$ cat src/rtl/regfile_wb_arbiter_pkg.sv
// Shared CPU types for register-file write-back: address/data widths,
// the per-source write request and the arbiter grant identity.
package cpu_pkg;

    localparam int REG_AW = 4;
    localparam int REG_DW = 16;
    localparam int NREG   = 16;

    typedef logic [REG_AW-1:0] reg_addr_t;
    typedef logic [REG_DW-1:0] reg_data_t;

    typedef struct packed {
        logic      valid;
        reg_addr_t addr;
        reg_data_t data;
    } wb_req_t;

    typedef enum logic {
        SRC0 = 1'b0,
        SRC1 = 1'b1
    } src_t;

endpackage

$ cat src/rtl/regfile_wb_arbiter_if.sv
// Write-back handshake bundle for the two register-file write sources.
// The master side is the execute/memory stage pair, the slave side is the arbiter.
interface regfile_wb_arbiter_if #(
    parameter int AW = 4,
    parameter int DW = 16
);

    logic          s0_valid;
    logic          s0_ready;
    logic [AW-1:0] s0_addr;
    logic [DW-1:0] s0_data;

    logic          s1_valid;
    logic          s1_ready;
    logic [AW-1:0] s1_addr;
    logic [DW-1:0] s1_data;

    modport master (
        output s0_valid, s0_addr, s0_data,
        input  s0_ready,
        output s1_valid, s1_addr, s1_data,
        input  s1_ready
    );

    modport slave (
        input  s0_valid, s0_addr, s0_data,
        output s0_ready,
        input  s1_valid, s1_addr, s1_data,
        output s1_ready
    );

endinterface

$ cat src/rtl/regfile_wb_arbiter_scoreboard.sv
// Pending-write scoreboard: one busy bit per register, set at issue,
// cleared when the write-back is accepted, wiped by a pipeline flush.
module wb_scoreboard #(
    parameter int AW   = 4,
    parameter int NREG = 16
) (
    input  logic            clk,
    input  logic            rst_n,
    input  logic            set_valid,
    input  logic [AW-1:0]   set_addr,
    input  logic            clr_valid,
    input  logic [AW-1:0]   clr_addr,
    input  logic            flush,
    input  logic [AW-1:0]   chk_a1,
    input  logic [AW-1:0]   chk_a2,
    output logic            hz1,
    output logic            hz2,
    output logic [NREG-1:0] busy
);

    logic [NREG-1:0] busy_q;
    logic [NREG-1:0] busy_d;

    // Ordering gives flush > set > clear when they hit the same register.
    always_comb begin
        busy_d = busy_q;
        if (clr_valid) busy_d[clr_addr] = 1'b0;
        if (set_valid) busy_d[set_addr] = 1'b1;
        if (flush)     busy_d = '0;
    end

    always_ff @(posedge clk or negedge rst_n) begin
        if (!rst_n) busy_q <= '0;
        else        busy_q <= busy_d;
    end

    assign hz1  = busy_q[chk_a1];
    assign hz2  = busy_q[chk_a2];
    assign busy = busy_q;

endmodule

$ cat src/rtl/regfile_wb_arbiter.sv
// Round-robin arbiter sharing the register-file write port between the
// execute and load write-back sources, with a registered port drive.
module regfile_wb_arbiter
    import cpu_pkg::wb_req_t;
    import cpu_pkg::src_t;
    import cpu_pkg::SRC0;
    import cpu_pkg::SRC1;
#(
    parameter int DW   = 16,
    parameter int AW   = 4,
    parameter int NREG = 16
) (
    input  logic               clk,
    input  logic               rst_n,
    regfile_wb_arbiter_if.slave wb,
    input  logic               iss_valid,
    input  logic [AW-1:0]      iss_dst,
    input  logic               flush,
    input  logic [AW-1:0]      chk_a1,
    input  logic [AW-1:0]      chk_a2,
    output logic               hz1,
    output logic               hz2,
    output logic               rf_wre,
    output logic [AW-1:0]      rf_a3,
    output logic [DW-1:0]      rf_wd3,
    output logic [NREG-1:0]    busy
);

    wb_req_t req0;
    wb_req_t req1;
    src_t    last_grant;
    logic    grant0;
    logic    grant1;

    always_comb begin
        req0.valid = wb.s0_valid;
        req0.addr  = wb.s0_addr;
        req0.data  = wb.s0_data;
        req1.valid = wb.s1_valid;
        req1.addr  = wb.s1_addr;
        req1.data  = wb.s1_data;
    end

    // Readies are gated by rst_n so nothing is accepted while reset is held.
    always_comb begin
        grant0 = 1'b0;
        grant1 = 1'b0;
        if (rst_n) begin
            if (req0.valid && (!req1.valid || last_grant == SRC1)) grant0 = 1'b1;
            else if (req1.valid)                                   grant1 = 1'b1;
        end
    end

    assign wb.s0_ready = grant0;
    assign wb.s1_ready = grant1;

    always_ff @(posedge clk or negedge rst_n) begin
        if (!rst_n) begin
            last_grant <= SRC1;
            rf_wre     <= 1'b0;
            rf_a3      <= '0;
            rf_wd3     <= '0;
        end else begin
            rf_wre <= grant0 | grant1;
            if (grant0) begin
                last_grant <= SRC0;
                rf_a3      <= req0.addr;
                rf_wd3     <= req0.data;
            end else if (grant1) begin
                last_grant <= SRC1;
                rf_a3      <= req1.addr;
                rf_wd3     <= req1.data;
            end
        end
    end

    wb_scoreboard #(
        .AW   (AW),
        .NREG (NREG)
    ) u_scoreboard (
        .clk       (clk),
        .rst_n     (rst_n),
        .set_valid (iss_valid),
        .set_addr  (iss_dst),
        .clr_valid (grant0 | grant1),
        .clr_addr  (grant0 ? req0.addr : req1.addr),
        .flush     (flush),
        .chk_a1    (chk_a1),
        .chk_a2    (chk_a2),
        .hz1       (hz1),
        .hz2       (hz2),
        .busy      (busy)
    );

endmodule

$ cat src/flat_wrapper.sv
// flat-port wrapper written by rule: the top's interface ports become plain ports
module regfile_wb_arbiter_flat import cpu_pkg::wb_req_t; import cpu_pkg::src_t; import cpu_pkg::SRC0; import cpu_pkg::SRC1;
#(
    parameter int DW   = 16,
    parameter int AW   = 4,
    parameter int NREG = 16
)
  (clk, rst_n, iss_valid, iss_dst, flush, chk_a1, chk_a2, hz1, hz2, rf_wre, rf_a3, rf_wd3, busy, wb_s0_valid, wb_s0_addr, wb_s0_data, wb_s0_ready, wb_s1_valid, wb_s1_addr, wb_s1_data, wb_s1_ready);
  regfile_wb_arbiter_if #(.AW(AW), .DW(DW)) wb_i ();
  input  logic clk;
  input  logic rst_n;
  input  logic iss_valid;
  input  logic [AW-1:0] iss_dst;
  input  logic flush;
  input  logic [AW-1:0] chk_a1;
  input  logic [AW-1:0] chk_a2;
  output logic hz1;
  output logic hz2;
  output logic rf_wre;
  output logic [AW-1:0] rf_a3;
  output logic [DW-1:0] rf_wd3;
  output logic [NREG-1:0] busy;
  input wire logic [$bits(wb_i.s0_valid)-1:0] wb_s0_valid;
  input wire logic [$bits(wb_i.s0_addr)-1:0] wb_s0_addr;
  input wire logic [$bits(wb_i.s0_data)-1:0] wb_s0_data;
  output wire logic [$bits(wb_i.s0_ready)-1:0] wb_s0_ready;
  input wire logic [$bits(wb_i.s1_valid)-1:0] wb_s1_valid;
  input wire logic [$bits(wb_i.s1_addr)-1:0] wb_s1_addr;
  input wire logic [$bits(wb_i.s1_data)-1:0] wb_s1_data;
  output wire logic [$bits(wb_i.s1_ready)-1:0] wb_s1_ready;
  assign wb_i.s0_valid = wb_s0_valid;
  assign wb_i.s0_addr = wb_s0_addr;
  assign wb_i.s0_data = wb_s0_data;
  assign wb_s0_ready = wb_i.s0_ready;
  assign wb_i.s1_valid = wb_s1_valid;
  assign wb_i.s1_addr = wb_s1_addr;
  assign wb_i.s1_data = wb_s1_data;
  assign wb_s1_ready = wb_i.s1_ready;
  regfile_wb_arbiter #(.DW(DW), .AW(AW), .NREG(NREG)) u_core (.clk(clk), .rst_n(rst_n), .wb(wb_i), .iss_valid(iss_valid), .iss_dst(iss_dst), .flush(flush), .chk_a1(chk_a1), .chk_a2(chk_a2), .hz1(hz1), .hz2(hz2), .rf_wre(rf_wre), .rf_a3(rf_a3), .rf_wd3(rf_wd3), .busy(busy));
endmodule
$ cat config.mk
export PLATFORM = sky130hd
export DESIGN_NAME = regfile_wb_arbiter_flat
export DESIGN_NICKNAME = d
export VERILOG_FILES = /design/src/rtl/regfile_wb_arbiter_pkg.sv /design/src/rtl/regfile_wb_arbiter_if.sv /design/src/rtl/regfile_wb_arbiter_scoreboard.sv /design/src/rtl/regfile_wb_arbiter.sv /design/src/flat_wrapper.sv
export SDC_FILE = /design/constraint.sdc
export NUM_CORES = 1
export LEC_CHECK = 0
export ABC_AREA = 1
export BUFFER_PORTS_ARGS = -buffer_cell sky130_fd_sc_hd__buf_2
export CORE_MARGIN = 2
export CORE_UTILIZATION = 50
export DETAILED_ROUTE_END_ITERATION = 16
export HOLD_SLACK_MARGIN = 0.02
export PLACE_DENSITY = 0.82
export SYNTH_ARGS = -nofsm -noshare
export SYNTH_HDL_FRONTEND = slang
export SYNTH_HIERARCHICAL = 1
export SYNTH_SLANG_ARGS = --single-unit
$ cat constraint.sdc
create_clock -name clk -period 4.85 [get_ports clk]
set_input_delay 1.455 -clock clk [delete_from_list [all_inputs] [get_ports clk]]
set_output_delay 1.455 -clock clk [all_outputs]
set_load 0.02 [all_outputs]
==> impl_metrics.py <==
metrics = {
    "run_status": {
        "run_status": "finished clean",
    },
    "clocking": {
        "cts_tree": "built",
        "clock_sinks": 38,
        "cts_buffer_depth": 2,
        "cts_made_buffers": 5,
        "htreeDepth": 2,
        "root_buffer": "clkbuf_8",
        "cts.clk_slew.worst_paths_ps": 80,
        "cts_hold_buf": 0,
        "clk_latency_ps": 300,
        "cts_repair_resize_count": 0,
        "postCtsSetupRepairBufs": 0,
    },
    "sta": {
        "fmax_mhz": 270.8,
        "rsz0062_at_grt": "false",
        "fin_crit_ps": 3693,
        "setup_viol": 0,
        "worst_clock_skew_ps": 7.468,
        "period_share": 0.7614,
        "slew_violations": 0,
        "hold_viol_final": 0,
        "max_slew_margin": 0.4152,
        "finalSetupTns_ps": 0,
        "tightest_slew_ps": 875.0,
    },
    "die": {
        "fp-row-count": 25,
        "start_util": 0.5166,
        "die_h_microns": 73.86,
        "die_w_microns": 73.86,
        "io_pins": 99,
        "core-area_sq_um": 4723,
        "die-area_sq_um": 5455,
    },
    "worst_hold_path": {
        "hp-class": "flip-flop to flip-flop",
        "hp-start": "u_core/rf_a3[0]",
    },
    "yosys": {
        "synth.avg_cell_area_sq_um": 6.576,
        "synth_seq_cells": 38,
        "ys_warn_count": 6,
        "syn-cell-area_sq_um": 2440,
        "async_flop_share": 1.000,
        "synth.net_count": 429,
        "ys_types": 24,
        "synth-main-ff-cell": "dfrtp_1",
        "seq_area_frac_synth": 0.3903,
        "synthCells": 371,
        "synth_edf_count": 0,
    },
    "finish": {
        "final_util": 0.6450,
        "drive_above_1_share": 0.2678,
        "antenna_cells": 0,
        "final_nets": 520,
        "final_common_cell": "buf_2",
        "final_cell_mix": "98 x buf_2, 93 x nand2_1, 54 x inv_1",
        "fin_area_sq_um": 3047,
        "filler_cell_count": 436,
        "syn_to_final_growth_pct": 24.87,
    },
    "detailed_routing": {
        "wirelength_microns": 6466,
        "vias": 2746,
        "drt_iter0_markers": 125,
        "vias_per_cell": 5.181,
        "drt_pre_antenna_iters": 5,
        "post-route-drc-count": 0,
        "ant_nets": 0,
        "wl_per_cell_microns": 12.20,
    },
    "placement": {
        "gp_congestion": 0.8532,
        "dpl-instance-area_sq_um": 2938,
        "portBuffers": 98,
        "place_hpwl_microns": 4900,
    },
    "critical_path": {
        "r2r_start": "u_core/last_grant",
        "worstSetupPathType": "input pin to output pin",
        "cp-end-kind": "output pin",
        "critPathLaunchType": "input pin",
        "worstSetupStartpoint": "chk_a2[0]",
        "cp.required_ps": 3390,
        "crit_arrival_ps": 2240,
        "crit_fanout": 9,
    },
    "pwr": {
        "p_leak_nw": 1.740,
        "p_per_area_nw_per_um2": 285.9,
        "ir_worst_vdd_mv": 0.1851,
    },
    "global_route": {
        "first_global_vias": 2449,
        "grt_pass1_wl_microns": 10610,
        "grt_overflow": 0,
        "track_usage": 0.2493,
        "antenna_found_initial": 0,
        "grt_max_degree": 59,
    },
    "job": {
        "cap_violations": 0,
    },
}
[layer usage]
layer	wire length [microns]	track usage	share of wire	vias up
met1	2831	0.3313	0.44	1268
met3	390	0.04664	0.060	16
met2	3111	0.4048	0.48	112
li1	-	-	-	1350
met4	133	0.09091	0.021	0
met5	0	0	0	-
[layout make-up]
type / instances / area (sq um) / area share
flip-flops and latches: 38 / 952.2 / 0.3125
well taps: 67 / 83.83 / 0.02752
multi-input cells: 257 / 1166 / 0.3828
clock buffers: 5 / 68.82 / 0.02259
inverters: 60 / 230.2 / 0.07556
repair buffers: 100 / 505.5 / 0.1659
clock inverters: 3 / 40.04 / 0.01314
[critical path, cell delays in order]
cell     delay (ps)
buf_2           190
inv_4            70
nand2_1          70
nand3_1          60
nand3_1          90
nand3_1          80
nand2_1          70
buf_2           150
[logic make-up after synthesis]
logic type      Yosys count  share of synthesized area
compound gates           34                    0.07128
simple gates            223                     0.4067
flops                    38                     0.3903
buf+inv                  76                     0.1318
[registers in the layout, indices dropped and copies added, names as in the netlist]
name,flops
u_core/u_scoreboard/busy,16
u_core/last_grant,1
u_core/rf_wre,1
u_core/rf_wd3,16
u_core/rf_a3,4
[metrics by stage]
step,worst slack (ps),power (W),std cells,hold WS [ps]
final,1157,0.0008711,530,483.9
after detailed placement,1170,0.0006116,522,466.9
after global routing,1059,0.0009205,530,513.7
after global placement,1183,0.0006072,522,463.6
after CTS,1171,0.0008762,530,487.3
after floorplan,1342,0.0005251,371,498.3
[path summary, 6_finish.rpt]
path / endpoint / slack [ps] / cells past startpoint
max: hz2 / 1160 / 8
min: u_core/rf_a3[0] / 480 / 2
max reg2reg: u_core/u_scoreboard/busy[11] / 2200 / 8
min reg2reg: u_core/rf_a3[0] / 480 / 2
max in group asynchronous: u_core/u_scoreboard/busy[3] / 3080 / 2
min in group asynchronous: u_core/rf_wd3[12] / 1350 / 2
[report_power, final]
| group | switching [W] | internal, W |
|---|---|---|
| Sequential | 0.0000171 | 0.000350 |
| Combinational | 0.000160 | 0.0000797 |
| Clock | 0.000113 | 0.000151 |
| Total | 0.000290 | 0.000581 |
[synth_stat cells, types with 2 or more instances]
library cell  count  share of area
clkbuf_1          4         0.0062
inv_4             2         0.0051
buf_2             7          0.014
o21ai_1           9          0.018
dfrtp_1          37           0.38
nor2_1           50          0.077
nand3_2           2         0.0082
nand2_1          93           0.14
nand2_2           3         0.0077
and2_1            4          0.010
inv_1            54          0.083
o21ai_0           7          0.014
nand3_1          46          0.094
inv_2             3         0.0046
buf_4             4          0.012
a21oi_1          17          0.035
nand4_1          20          0.051
nor2_2            3         0.0077
No activity file was read; power rests on OpenSTA's default activity.
